<file path="src/rtl/mem_arbiter.sv">
// Purpose: round-robin arbiter putting an IFU fetch port and an LSU load/store port onto one memory port.
// Latency: grant-to-issue 1 cycle, response forwarded combinationally, at least 3 cycles per transaction.
// Backpressure: mem_req_ready stalls ISSUE; one transaction outstanding; WAIT ends with an error response after TIMEOUT cycles.
module mem_arbiter #(
  parameter int ADDR_W  = 32,
  parameter int DATA_W  = 32,
  parameter int TIMEOUT = 255
) (
  input  logic                clk,
  input  logic                rst,
  input  logic                ifu_req_valid,
  output logic                ifu_req_ready,
  input  logic [ADDR_W-1:0]   ifu_req_addr,
  output logic                ifu_rsp_valid,
  output logic [DATA_W-1:0]   ifu_rsp_data,
  output logic                ifu_rsp_err,
  input  logic                lsu_req_valid,
  output logic                lsu_req_ready,
  input  logic [ADDR_W-1:0]   lsu_req_addr,
  input  logic                lsu_req_wen,
  input  logic [DATA_W-1:0]   lsu_req_wdata,
  input  logic [DATA_W/8-1:0] lsu_req_wmask,
  output logic                lsu_rsp_valid,
  output logic [DATA_W-1:0]   lsu_rsp_data,
  output logic                lsu_rsp_err,
  output logic                mem_req_valid,
  input  logic                mem_req_ready,
  output logic [ADDR_W-1:0]   mem_req_addr,
  output logic                mem_req_wen,
  output logic [DATA_W-1:0]   mem_req_wdata,
  output logic [DATA_W/8-1:0] mem_req_wmask,
  input  logic                mem_rsp_valid,
  input  logic [DATA_W-1:0]   mem_rsp_data,
  input  logic                mem_rsp_err
);

  // Counter only ever reaches TIMEOUT-1, so this width never wraps.
  localparam int CNT_W = $clog2(TIMEOUT + 1);
  localparam logic OWN_IFU = 1'b0;
  localparam logic OWN_LSU = 1'b1;

  typedef enum logic [1:0] {IDLE, ISSUE, WAIT} state_t;

  state_t              state, state_nxt;
  logic                owner;
  logic                last_grant;
  logic [CNT_W-1:0]    wait_cnt;
  logic                grant_ifu, grant_lsu;
  logic                timeout_hit, rsp_fire;
  logic [ADDR_W-1:0]   addr_q;
  logic                wen_q;
  logic [DATA_W-1:0]   wdata_q;
  logic [DATA_W/8-1:0] wmask_q;
  logic [DATA_W-1:0]   rsp_data_mux;
  logic                rsp_err_mux;

  // Latched request fields drive the memory port directly so they stay stable while stalled.
  assign mem_req_addr  = addr_q;
  assign mem_req_wen   = wen_q;
  assign mem_req_wdata = wdata_q;
  assign mem_req_wmask = wmask_q;

  // A real response always beats a coincident timeout; timeout returns zero data with err set.
  assign rsp_data_mux = mem_rsp_valid ? mem_rsp_data : '0;
  assign rsp_err_mux  = mem_rsp_valid ? mem_rsp_err  : 1'b1;
  assign ifu_rsp_data = rsp_data_mux;
  assign ifu_rsp_err  = rsp_err_mux;
  assign lsu_rsp_data = rsp_data_mux;
  assign lsu_rsp_err  = rsp_err_mux;

  // Next-state, grant and response decode.
  always_comb begin
    state_nxt     = state;
    grant_ifu     = 1'b0;
    grant_lsu     = 1'b0;
    timeout_hit   = (state == WAIT) && (wait_cnt == CNT_W'(TIMEOUT - 1));
    rsp_fire      = (state == WAIT) && (mem_rsp_valid || timeout_hit);
    mem_req_valid = (state == ISSUE);
    case (state)
      IDLE: begin
        // IFU wins unless LSU also asks and IFU had the last grant.
        grant_ifu = ifu_req_valid && (!lsu_req_valid || (last_grant == OWN_LSU));
        grant_lsu = lsu_req_valid && !grant_ifu;
        if (grant_ifu || grant_lsu) state_nxt = ISSUE;
      end
      ISSUE: if (mem_req_ready) state_nxt = WAIT;
      WAIT:  if (rsp_fire) state_nxt = IDLE;
      default: state_nxt = IDLE;
    endcase
    ifu_req_ready = grant_ifu;
    lsu_req_ready = grant_lsu;
    ifu_rsp_valid = rsp_fire && (owner == OWN_IFU);
    lsu_rsp_valid = rsp_fire && (owner == OWN_LSU);
  end

  // State register; reset abandons any outstanding transaction.
  always_ff @(posedge clk or posedge rst) begin
    if (rst) state <= IDLE;
    else     state <= state_nxt;
  end

  // Capture the granted request and remember who won for round-robin.
  always_ff @(posedge clk or posedge rst) begin
    if (rst) begin
      addr_q     <= '0;
      wen_q      <= 1'b0;
      wdata_q    <= '0;
      wmask_q    <= '0;
      owner      <= OWN_IFU;
      last_grant <= OWN_LSU;
    end else if (grant_ifu) begin
      addr_q     <= ifu_req_addr;
      wen_q      <= 1'b0;
      wdata_q    <= '0;
      wmask_q    <= '0;
      owner      <= OWN_IFU;
      last_grant <= OWN_IFU;
    end else if (grant_lsu) begin
      addr_q     <= lsu_req_addr;
      wen_q      <= lsu_req_wen;
      wdata_q    <= lsu_req_wdata;
      wmask_q    <= lsu_req_wmask;
      owner      <= OWN_LSU;
      last_grant <= OWN_LSU;
    end
  end

  // WAIT cycle counter: cleared on entry, counts response-less WAIT cycles.
  always_ff @(posedge clk or posedge rst) begin
    if (rst) begin
      wait_cnt <= '0;
    end else if (state == ISSUE && mem_req_ready) begin
      wait_cnt <= '0;
    end else if (state == WAIT && !rsp_fire) begin
      wait_cnt <= wait_cnt + CNT_W'(1);
    end
  end

endmodule

</file>
<file path="config.mk">
export PLATFORM = sky130hd
export DESIGN_NAME = mem_arbiter
export DESIGN_NICKNAME = d
export VERILOG_FILES = /design/src/rtl/mem_arbiter.sv
export SDC_FILE = /design/constraint.sdc
export NUM_CORES = 1
export LEC_CHECK = 0
export BUFFER_PORTS_ARGS = -buffer_cell sky130_fd_sc_hd__buf_2
export CORE_AREA = 2 2 110 112
export DETAILED_ROUTE_END_ITERATION = 7
export DIE_AREA = 0 0 112 114
export MAX_ROUTING_LAYER = met4
export PLACE_DENSITY_LB_ADDON = 0.25
export SETUP_SLACK_MARGIN = 0.2
export SYNTH_ARGS = -nofsm -noshare
export SYNTH_HDL_FRONTEND = slang
export SYNTH_SLANG_ARGS = --single-unit
</file>
<file path="constraint.sdc">
create_clock -name clk -period 3.5 [get_ports clk]
set_input_delay 0 -clock clk [delete_from_list [all_inputs] [get_ports clk]]
set_output_delay 0 -clock clk [all_outputs]
set_load 0.05 [all_outputs]
</file>
==> key figures, run 1 <==
Outcome
  – Status: completed

Routing
  – Antenna Nets Post-Route: 0
  – DRC: 0
  – Routed len/inst: between 15 and 20 um
  – Router iterations before antenna repair: 4
  – Iter 0 DRT Violations: about 230
  – Via count: between 4,000 and 5,000
  – DRT Wirelength: 14.0 mm
  – Via density: between 5 and 6

Logic synthesis
  – Syn Area/Cell: ~11 sq um
  – Post-synth cell types: 40
  – Synthesized instance count: 360
  – Post-synth EDFFs: 0
  – Post-Syn Nets: 502
  – Post-synth ARST share: between 90% and 100%
  – YS warnings: 0
  – Synthesis-stage register bit count: 81
  – Syn Std Cell Area: roughly 4000 sq um
  – Most used DFF post-synth: dfrtp_1
  – Seq/Total Area, Yosys: between 50% and 60%

Floorplan
  – Io pins: 280
  – Die Footprint: 12,800 sq um
  – Core area: between 10,000 and 15,000 sq um
  – Cell row count: 40
  – Initial Util: 34.4%
  – DIE HEIGHT: around 110 um
  – Die Wd: 112 um

Layout
  – Area Overhead vs Synth: 56.5%
  – Seq. cell area: 2030 sq um
  – Area of the multi-input gates: 1550 sq um
  – Layout cell share with drive strength beyond 1: 45.1%
  – Most frequent cells in the layout: buf_2 (279), dlygate4sd3_1 (82), dfrtp_1 (80)
  – Filler instances: approximately 1,000
  – Final-stage net count: just over 800
  – Most common cell after layout, fill and taps aside: buf_2

Clocking
  – Reg clk slew, reported paths: approximately 0.060 ns
  – Depth of the CTS H-tree: 3
  – Hold Buf Count CTS: between 80 and 90
  – Longest Clk Path Bufs: 2
  – CTS Root Cell: clkbuf_16
  – TritonCTS buffer count: 9
  – Clk_lat worst skew: 0.34 ns
  – Post-CTS sizing: 0
  – CTS tree: built
  – Post-CTS Setup Bufs: 0
  – Clk sink count: 81

STA
  – Relative slew margins: 32.4%
  – Slew @ Worst Pin: slightly above 1 ns
  – Clock skew: between 0.008 and 0.009 ns
  – Fmax: approximately 390 MHz
  – Final Max Tran Viols: 0
  – Final setup fails: 0
  – Final Hold Fails: 0
  – TNS Setup: 0 ns
  – Worst Hold Slack: a little over 0.06 ns
  – Final worst path period need: about 2.6 ns
  – Final period utilization: between 70% and 80%
  – RSZ-0062 raised after global routing: false

Global route
  – Vias in the first global route: ~4,300
  – Total gr overflow: 0
  – GRT Util Overall: 22.0%
  – Largest net degree at the start of global routing: 57
  – Initial antenna violation count: 2
  – Global-route wire length before repair: approximately 21 mm

Critical path
  – Worst Path Required: 3.50 ns
  – Data arrival, critical path: between 2 and 3 ns
  – Slack of the worst reg-to-reg path: 1.28 ns
  – Critical Path Sink Type: primary output
  – Setup crit start kind: register
  – Worst-path fanout max: 38
  – Critical path class: reg2out
  – Reg2Reg Depth: 5

Placement
  – Final GP Congestion: approximately 0.80
  – Port Buf Inserts: approximately 280
  – Post-DP HPWL: 9.60 mm

Power
  – Register share of total power: 27.8%
  – Leak Pwr: between 3 and 4 nW
  – Sw frac: a little over half
  – Combinational share of power: roughly 57%
  – NetSw: roughly 3.2 mW
  – VDD IR max: 629 uV
  – Clk pwr share: about 15%
  – PD cells: 951 nW/um^2
  – Int Pwr: around 2.8 mW

Flow run
  – Max cap viols: 0

Min path
  – Worst hold stages: 3
  – Hold WC Path Type: in2reg
power by group through the flow:
| stage | logic (mW) | clock network, mW | registers (mW) |
|---|---|---|---|
| 2_1_floorplan | 1.19 | 0 | 3.02 |
| 5_1_grt | 3.61 | 0.959 | 1.72 |
| 6_report | 3.44 | 0.893 | 1.67 |
| 4_1_cts | 3.43 | 0.912 | 1.66 |
| 3_5_place_dp | 3.28 | 0 | 1.65 |
| 3_3_place_gp | 3.21 | 0 | 1.66 |
registers in the layout (all words and copies together) (netlist names):
| name | flops |
|---|---|
| mem_req_wen | 1 |
| mem_req_wdata | 32 |
| owner | 1 |
| last_grant | 1 |
| state | 2 |
| mem_req_addr | 32 |
| wait_cnt | 8 |
| mem_req_wmask | 4 |
logic make-up (layout without fill, tap and decap cells):
kind of cell | count (synthesis) | after routing | share of synthesized area [%]
flip-flops | 81 | 81 | 50.3
other | 0 | 2 | 0
AO/OA/AOI/OAI | 104 | 104 | 19.9
adder cells (fa/ha/maj) | 2 | 2 | 0.621
buffers and inverters | 68 | 385 | 11.2
AND/OR/NAND/NOR | 99 | 99 | 16.5
multiplexers | 6 | 6 | 1.49
metrics by stage:
stage | area [sq um] | power [mW] | instances | util, % | setup WS, ns
floorplan | 4030 | 4.21 | 360 | - | 1.09
CTS | 6310 | 6.00 | 824 | 53.8 | 0.916
detailed placement | 5200 | 4.92 | 726 | 44.4 | 1.29
global route | 6310 | 6.29 | 826 | 53.9 | 0.797
global placement | 5200 | 4.87 | 726 | 44.4 | 1.35
finish | 6310 | 6.00 | 826 | 53.9 | 0.927
area by class of cell:
cell class              instances  share of cell area, %
repair buffers                364                   35.5
flip-flops and latches         81                   32.1
multi-input cells             211                   24.6
clock buffers                   9                   3.57
well taps                     147                   2.91
clock inverters                 7                  0.872
inverters                       5                  0.317
diodes                          2                 0.0793
critical path, cell delays in order (launching register included):
cell and delay, ns:
dfrtp_1 0.47, or3b_1 0.81, nor2_8 0.58, buf_2 0.36
cells in the mapped netlist, types with 2 or more instances:
library cell   n  area share [%]
dfrtp_1       80              50
a22o_1        37             8.0
and2_1        37             5.7
buf_4         34             6.3
nor3b_1       23             4.3
a221o_1       22             5.5
clkbuf_1      15             1.4
a21oi_1       14             1.7
o21ai_0       14             1.7
nand4_1       12             1.9
a31oi_1       11             1.7
nand2_1        8            0.74
mux2i_1        6             1.5
inv_1          5            0.47
buf_2          4            0.50
buf_6          4             1.1
nand2b_1       4            0.62
buf_1          3            0.28
buf_8          3             1.1
and3_1         2            0.31
and4_1         2            0.43
ha_1           2            0.62
path summary, 6_finish.rpt:
| kind | from | to |
|---|---|---|
| min in group asynchronous | rst | mem_req_wdata[20] |
| worst min-delay path | lsu_req_addr[2] | mem_req_addr[2] |
| worst min register to register | mem_req_wdata[15] | mem_req_wdata[15] |
| worst max-delay path | state[0] | lsu_req_ready |
| max in group asynchronous | rst | last_grant |
| worst max register to register | state[0] | mem_req_addr[22] |
routing by layer:
metal  part of all wire (%)  track usage (%)
met1                     38             24.2
met2                     54             40.6
met3                    6.3             4.09
met4                    1.7             6.99
met5                      0                -
Note: power is estimated with default switching activity, not from simulation.
==> run 2, diff against run 1 <==
Settings changed: CORE_AREA 2 2 110 112 to unset, CORE_ASPECT_RATIO set to 0.75, CORE_MARGIN set to 2, CORE_UTILIZATION set to 38, DIE_AREA 0 0 112 114 to unset.
Clock period 3.5 ns to 2.28 ns, I/O delays scaled along.
==> run 2 against run 1 <==
  * Critical path depth rose by 2
  * Sequential power rose by 54%
  * Total power rose by 57%
  * Hold slack got worse by 0.041 ns
  * Clock skew fell by 0.0014 ns
  * Die area fell by 10%
  * Setup slack got worse by 0.60 ns
  * Via count rose by 3.6%
  * First-iteration DRC count rose by 35%
  * Cell count fell by 0.48%
  * Utilization rose by 8.5 points
  * Critical path type unchanged
  * Critical endpoint is now ifu_req_ready
  * Largest power group unchanged
==> key figures, run 2 (same netlist as run 1, synthesis figures left out) <==
Global route
  – Initial antenna violation count: 0 (-2)
  – GRT Util Overall: 26.9% (+4.8 points)
  – Global-route wire length before repair: 22.7 mm (+6.5%)
  – Largest net degree at the start of global routing: 53 (-7.0%)
  – Total gr overflow: 0 (unchanged)
  – Vias in the first global route: 4,312 (+1.1%)

Power
  – VDD IR max: 985 uV (+57%)
  – PD cells: 1470 nW/um^2 (+55%)
  – Leak Pwr: 3.34 nW (+1.9%)
  – Power Total: 9.44 mW (+57%)
  – Int Pwr: 4.51 mW (+59%)
  – NetSw: 4.93 mW (+56%)
  – Sw frac: 52.2% (-0.43 points)
  – Clk pwr share: 16.5% (+1.6 points)
  – Combinational share of power: 56.2% (-1.1 points)
  – Register share of total power: 27.3% (-0.5 points)

Routing
  – Routed met3 length: 1.13 mm (+28%)
  – Router iterations before antenna repair: 5 (+1)
  – DRC: 0 (unchanged)
  – Antenna Nets Post-Route: 0 (unchanged)
  – Via count: 4,326 (+3.6%)
  – Routed len/inst: 18.7 um (+11%)
  – Via density: 5.26 (+4.1%)
  – DRT Wirelength: 15.4 mm (+10%)
  – Met2 WL: 7.65 mm (+0.95%)
  – Top sig layer: met4
  – M1 WL: 5.98 mm (+13%)
  – Iter 0 DRT Violations: 304 (+35%)

Floorplan
  – Core area: 10,300 sq um (-12%)
  – Die Footprint: 11,500 sq um (-10%)
  – Die Wd: 123 um (+9.8%)
  – Initial Util: 39.2% (+4.8 points)
  – DIE HEIGHT: 93.2 um (-18%)
  – Cell row count: 32 (-20%)
  – Io pins: 280 (unchanged)

Critical path
  – Critical Path Sink Type: primary output
  – Setup crit start kind: register
  – Worst Path Required: 2.28 ns (-1.22 ns)
  – Data arrival, critical path: 1.96 ns (-0.61 ns)
  – Critical path class: reg2out
  – Worst-path fanout max: 24 (-37%)

Clocking
  – CTS Root Cell: clkbuf_16
  – TritonCTS buffer count: 9 (unchanged)
  – CTS tree: built
  – Depth of the CTS H-tree: 3 (unchanged)
  – Clk sink count: 81 (unchanged)
  – Clk_lat worst skew: 0.34 ns (about the same)
  – Longest Clk Path Bufs: 2 (unchanged)
  – Reg clk slew, reported paths: 0.06 ns (about the same)

Layout
  – Post-route cell area: 6420 sq um (+1.8%)
  – Layout cell share with drive strength beyond 1: 46.1% (+1.0 points)
  – Most common cell after layout, fill and taps aside: buf_2
  – Most frequent cells in the layout: buf_2 (278), dlygate4sd3_1 (81), dfrtp_1 (80)
  – Area Overhead vs Synth: 59.3%
  – N_diodes: 0 (-2)
  – Final-stage net count: 823 (+1.1%)
  – Final cell count without fillers: 822 (-0.48%)

STA
  – Final worst path period need: 1.96 ns
  – Final period utilization: a little under nine tenths
  – TNS Setup: 0 ns (unchanged)
  – Fmax: between 500 and 600 MHz
  – Clock skew: 0.00704 ns (-0.00135 ns)
  – Relative slew margins: 54.5% (+22 points)
  – Final Hold Fails: 0 (unchanged)
  – Worst Hold Slack: 0.0191 ns (-0.0414 ns)
  – Final Max Tran Viols: 0 (unchanged)
  – RSZ-0062 raised after global routing: false
  – Slew @ Worst Pin: 0.681 ns (-0.333 ns)
  – Final setup fails: 0 (unchanged)

Placement
  – Port Buf Inserts: 279 (unchanged)
  – Placed Cells: 721 (-0.69%)
  – Final GP Congestion: 0.801 (-0.42%)
  – Post-DP HPWL: 10.3 mm (+7.1%)
  – Placed inst area: 5250 sq um (+0.84%)

Flow run
  – Max cap viols: 0 (unchanged)

Min path
  – Hold WC Path Type: in2reg

Outcome
  – Status: completed
==> run 2: layout make-up <==
class,count,area [sq um]
Fill cell,844,3870
Sequential cell,81,2030
Timing Repair Buffer,372,2310
Clock inverter,6,91.3
Clock buffer,10,229
Multi-Input combinational cell,212,1580
Inverter,5,20.0
Tap cell,136,170
==> run 2: routing by layer <==
layer / track usage (%) / vias up
li1: - / 1950
met1: 30.9 / 2079
met2: 43.8 / 245
met3: 7.26 / 52
met4: 12.5 / 0
met5: - / -
==> run 2: path summary, 6_finish.rpt <==
path | start | end | slack (ns) | cells after the start
setup / recovery | state[0] | ifu_req_ready | 0.32 | 5
hold / removal | lsu_req_valid | owner | 0.02 | 3
min in group asynchronous | rst | mem_req_wdata[19] | 0.25 | 3
max in group asynchronous | rst | mem_req_addr[16] | 1.32 | 4
setup reg to reg | state[0] | mem_req_wdata[9] | 0.43 | 3
hold reg to reg | mem_req_wdata[5] | mem_req_wdata[5] | 0.50 | 1
==> run 2: power by group through the flow <==
stage          clock network [mW]  logic (mW)  registers, mW
2_1_floorplan                   0        1.84           4.63
3_3_place_gp                    0        5.01           2.55
3_5_place_dp                    0        5.12           2.53
4_1_cts                      1.58        5.24           2.55
5_1_grt                      1.64        5.53           2.65
6_report                     1.56        5.31           2.57
==> run 2: critical path, cell delays in order, from the launching register on <==
cell and delay, ns:
dfrtp_1 0.49, nor2_4 0.19, buf_6 0.22, and3_1 0.22, buf_6 0.22, buf_4 0.25
==> run 2: per-stage QoR <==
step | setup WS [ns] | utilization [%]
floorplan | 0.202 | -
detailed placement | 0.485 | 51.0
global route | 0.246 | 62.4
global placement | 0.499 | 51.0
CTS | 0.173 | 62.1
finish | 0.324 | 62.4
==> run 2: what timing repair did <==
item	4_1_cts	5_1_grt
setup buffers	0	3
hold endpoints to repair	101	0
endpoints found under the setup margin	2	2
hold buffers	81	0
pin swaps	1	1
gates resized for setup	1	2
gates cloned	1	0
==> run 3, diff against run 2 <==
Settings changed: CORE_AREA set to 2 2 107 109, CORE_ASPECT_RATIO 0.75 to unset, CORE_MARGIN 2 to unset, CORE_UTILIZATION 38 to unset, DIE_AREA set to 0 0 109 111.
Clock period 2.28 ns to 1.8 ns, I/O delays scaled along.
==> run 3 against run 2 <==
  * First-iteration DRC count is 16% higher
  * Utilization is 1.3 points lower
  * Critical path depth is 1 lower
  * Total power is 29% higher
  * Via count is 0.69% lower
==> key figures, run 3 (same netlist as run 1, synthesis figures left out) <==
Power
  – VDD IR max: 1650 uV (+67%)
  – Leak Pwr: 3.50 nW (+4.6%)
  – PD cells: 1800 nW/um^2 (+23%)

Clocking
  – Reg clk slew, reported paths: 0.06 ns (about the same)
  – TritonCTS buffer count: 9 (unchanged)
  – Longest Clk Path Bufs: 2 (unchanged)
  – CTS Root Cell: clkbuf_16
  – Clk sink count: 81 (unchanged)
  – Clk_lat worst skew: 0.34 ns (about the same)
  – Depth of the CTS H-tree: 3 (unchanged)
  – CTS tree: built

Critical path
  – Critical R2R Launch: last_grant
  – Critical Path Sink Type: primary output
  – Worst-path fanout max: 2 (-92%)
  – Worst Path Required: 1.80 ns (-0.48 ns)
  – Critical path class: reg2out
  – Data arrival, critical path: 1.65 ns (-0.31 ns)
  – Setup crit start kind: register
  – Slack of the worst reg-to-reg path: 0.25 ns (-0.18 ns)
  – FF-to-FF End: mem_req_wdata[29]
  – Reg2Reg Depth: 6 (+3)

Floorplan
  – Die Wd: 109 um (-11%)
  – Initial Util: 36.4% (-2.8 points)
  – Die Footprint: 12,100 sq um (+5.6%)
  – Cell row count: 39 (+22%)
  – DIE HEIGHT: 111 um (+19%)
  – Core area: 11,100 sq um (+7.6%)
  – Io pins: 280 (unchanged)

Layout
  – Final cell count without fillers: 850 (+3.4%)
  – Area Overhead vs Synth: 68.0%
  – Final-stage net count: 842 (+2.3%)
  – Layout cell share with drive strength beyond 1: 48.8% (+2.7 points)
  – Share of the core filled with cells: 61.1% (-1.3 points)
  – Most frequent cells in the layout: buf_2 (275), dlygate4sd3_1 (82), dfrtp_1 (78)
  – Most common cell after layout, fill and taps aside: buf_2

STA
  – Final period utilization: a little over 90%
  – Relative slew margins: 71.4% (+17 points)
  – Worst Hold Slack: 0.0542 ns (+0.0351 ns)
  – Final worst path period need: between 1.5 and 2 ns
  – RSZ-0062 raised after global routing: true
  – Final setup fails: 0 (unchanged)
  – Final Hold Fails: 0 (unchanged)
  – Final Max Tran Viols: 0 (unchanged)
  – Slew @ Worst Pin: 0.429 ns (-0.252 ns)
  – Fmax: between 600 and 700 MHz
  – Worst setup margin: 0.148 ns (-0.177 ns)
  – Clock skew: 0.00846 ns (+0.00142 ns)

Placement
  – Placed Cells: 731 (+1.4%)
  – Setup slack at placement: 0.169 ns (-0.316 ns)
  – Final GP Congestion: 0.811 (+1.3%)
  – Post-DP HPWL: 9.25 mm (-10%)
  – Port Buf Inserts: 279 (unchanged)

Routing
  – Iter 0 DRT Violations: 353 (+16%)
  – Via count: 4,296 (-0.69%)
  – DRC: 0 (unchanged)
  – Routed len/inst: 17.5 um (-6.6%)
  – DRT Wirelength: 14.9 mm (-3.4%)
  – Router iterations before antenna repair: 7 (+2)
  – Via density: 5.05 (-4.0%)
  – Antenna Nets Post-Route: 0 (unchanged)

Global route
  – Total gr overflow: 0 (unchanged)
  – GRT Util Overall: 23.9% (-2.9 points)
  – Vias in the first global route: 4,287 (-0.58%)
  – Largest net degree at the start of global routing: 82 (+55%)
  – Initial antenna violation count: 2 (+2)
  – Global-route wire length before repair: 21.5 mm (-5.2%)

Min path
  – Worst hold stages: 3 (unchanged)
  – Hold Path Sink: mem_req_addr[3]
  – Hold path start: lsu_req_addr[3]
  – Hold WC Path Type: in2reg

Outcome
  – Status: completed

Flow run
  – Max cap viols: 0 (unchanged)
## run 3: changes by cell type in the layout (fill, tap and decap cells not counted), moves of 2 or more
cell,previous run,this run
dfrtp_1,80,78
buf_12,0,5
dfrtp_2,0,2
diode_2,0,2
clkbuf_16,9,12
buf_2,278,275
bufinv_16,2,0
buf_8,0,2
buf_4,11,22
inv_6,1,3
## run 3: area by class of cell
type	instances	area (sq um)
antenna	2	5.00
clock buffer	10	239
clock inverter	6	50.0
fill	890	4300
inverter	5	22.5
multi-input combinational	211	1620
sequential	81	2030
tap	143	179
timing repair buffer	392	2620
## run 3: metrics by stage
stage	power, mW	instance area [sq um]	setup TNS [ns]
2_1_floorplan	8.22	4060	-0.000756
3_3_place_gp	9.69	5350	0
3_5_place_dp	9.77	5350	0
4_1_cts	11.9	6630	0
5_1_grt	12.8	6770	0
6_report	12.2	6770	0
## run 3: critical path, stage by stage, from the launching register on
cell	delay, ns
dfrtp_1	0.36
and4_4	0.25
a41oi_4	0.16
nor4b_2	0.30
buf_4	0.24
## run 3: where the power goes
group | internal [mW] | switching [mW] | leakage, nW
logic | 2.22 | 4.97 | 2.34
registers | 2.69 | 0.526 | 1.03
clock network | 0.990 | 0.807 | 0.136
## run 3: what timing repair did
| action | 4_1_cts | 5_1_grt |
|---|---|---|
| gates resized for setup | 16 | 9 |
| pin swaps | 2 | 3 |
| hold buffers | 82 | 0 |
| endpoints found under the hold margin | 154 | 0 |
| cloned | 1 | 3 |
| setup buffers | 9 | 6 |
| setup endpoints to repair | 28 | 64 |
## run 3: worst max-delay path by stage
stage                      from              end  slack [ns]
floorplan           wait_cnt[2]    ifu_rsp_valid     -0.0008
global placement       state[1]  mem_req_addr[0]        0.24
detailed placement     state[1]  mem_req_addr[8]        0.17
CTS                 wait_cnt[0]    lsu_rsp_valid        0.20
global route        wait_cnt[2]    ifu_rsp_valid        0.11
finish              wait_cnt[4]    ifu_rsp_valid        0.15
## run 3: metal layers
metal	part of all wire, %	global-route usage [%]	vias to the layer above
met5	0	-	-
met4	2.1	10.3	0
met3	6.0	3.53	23
met2	53	42.2	219
met1	39	26.4	2062
li1	-	-	1992
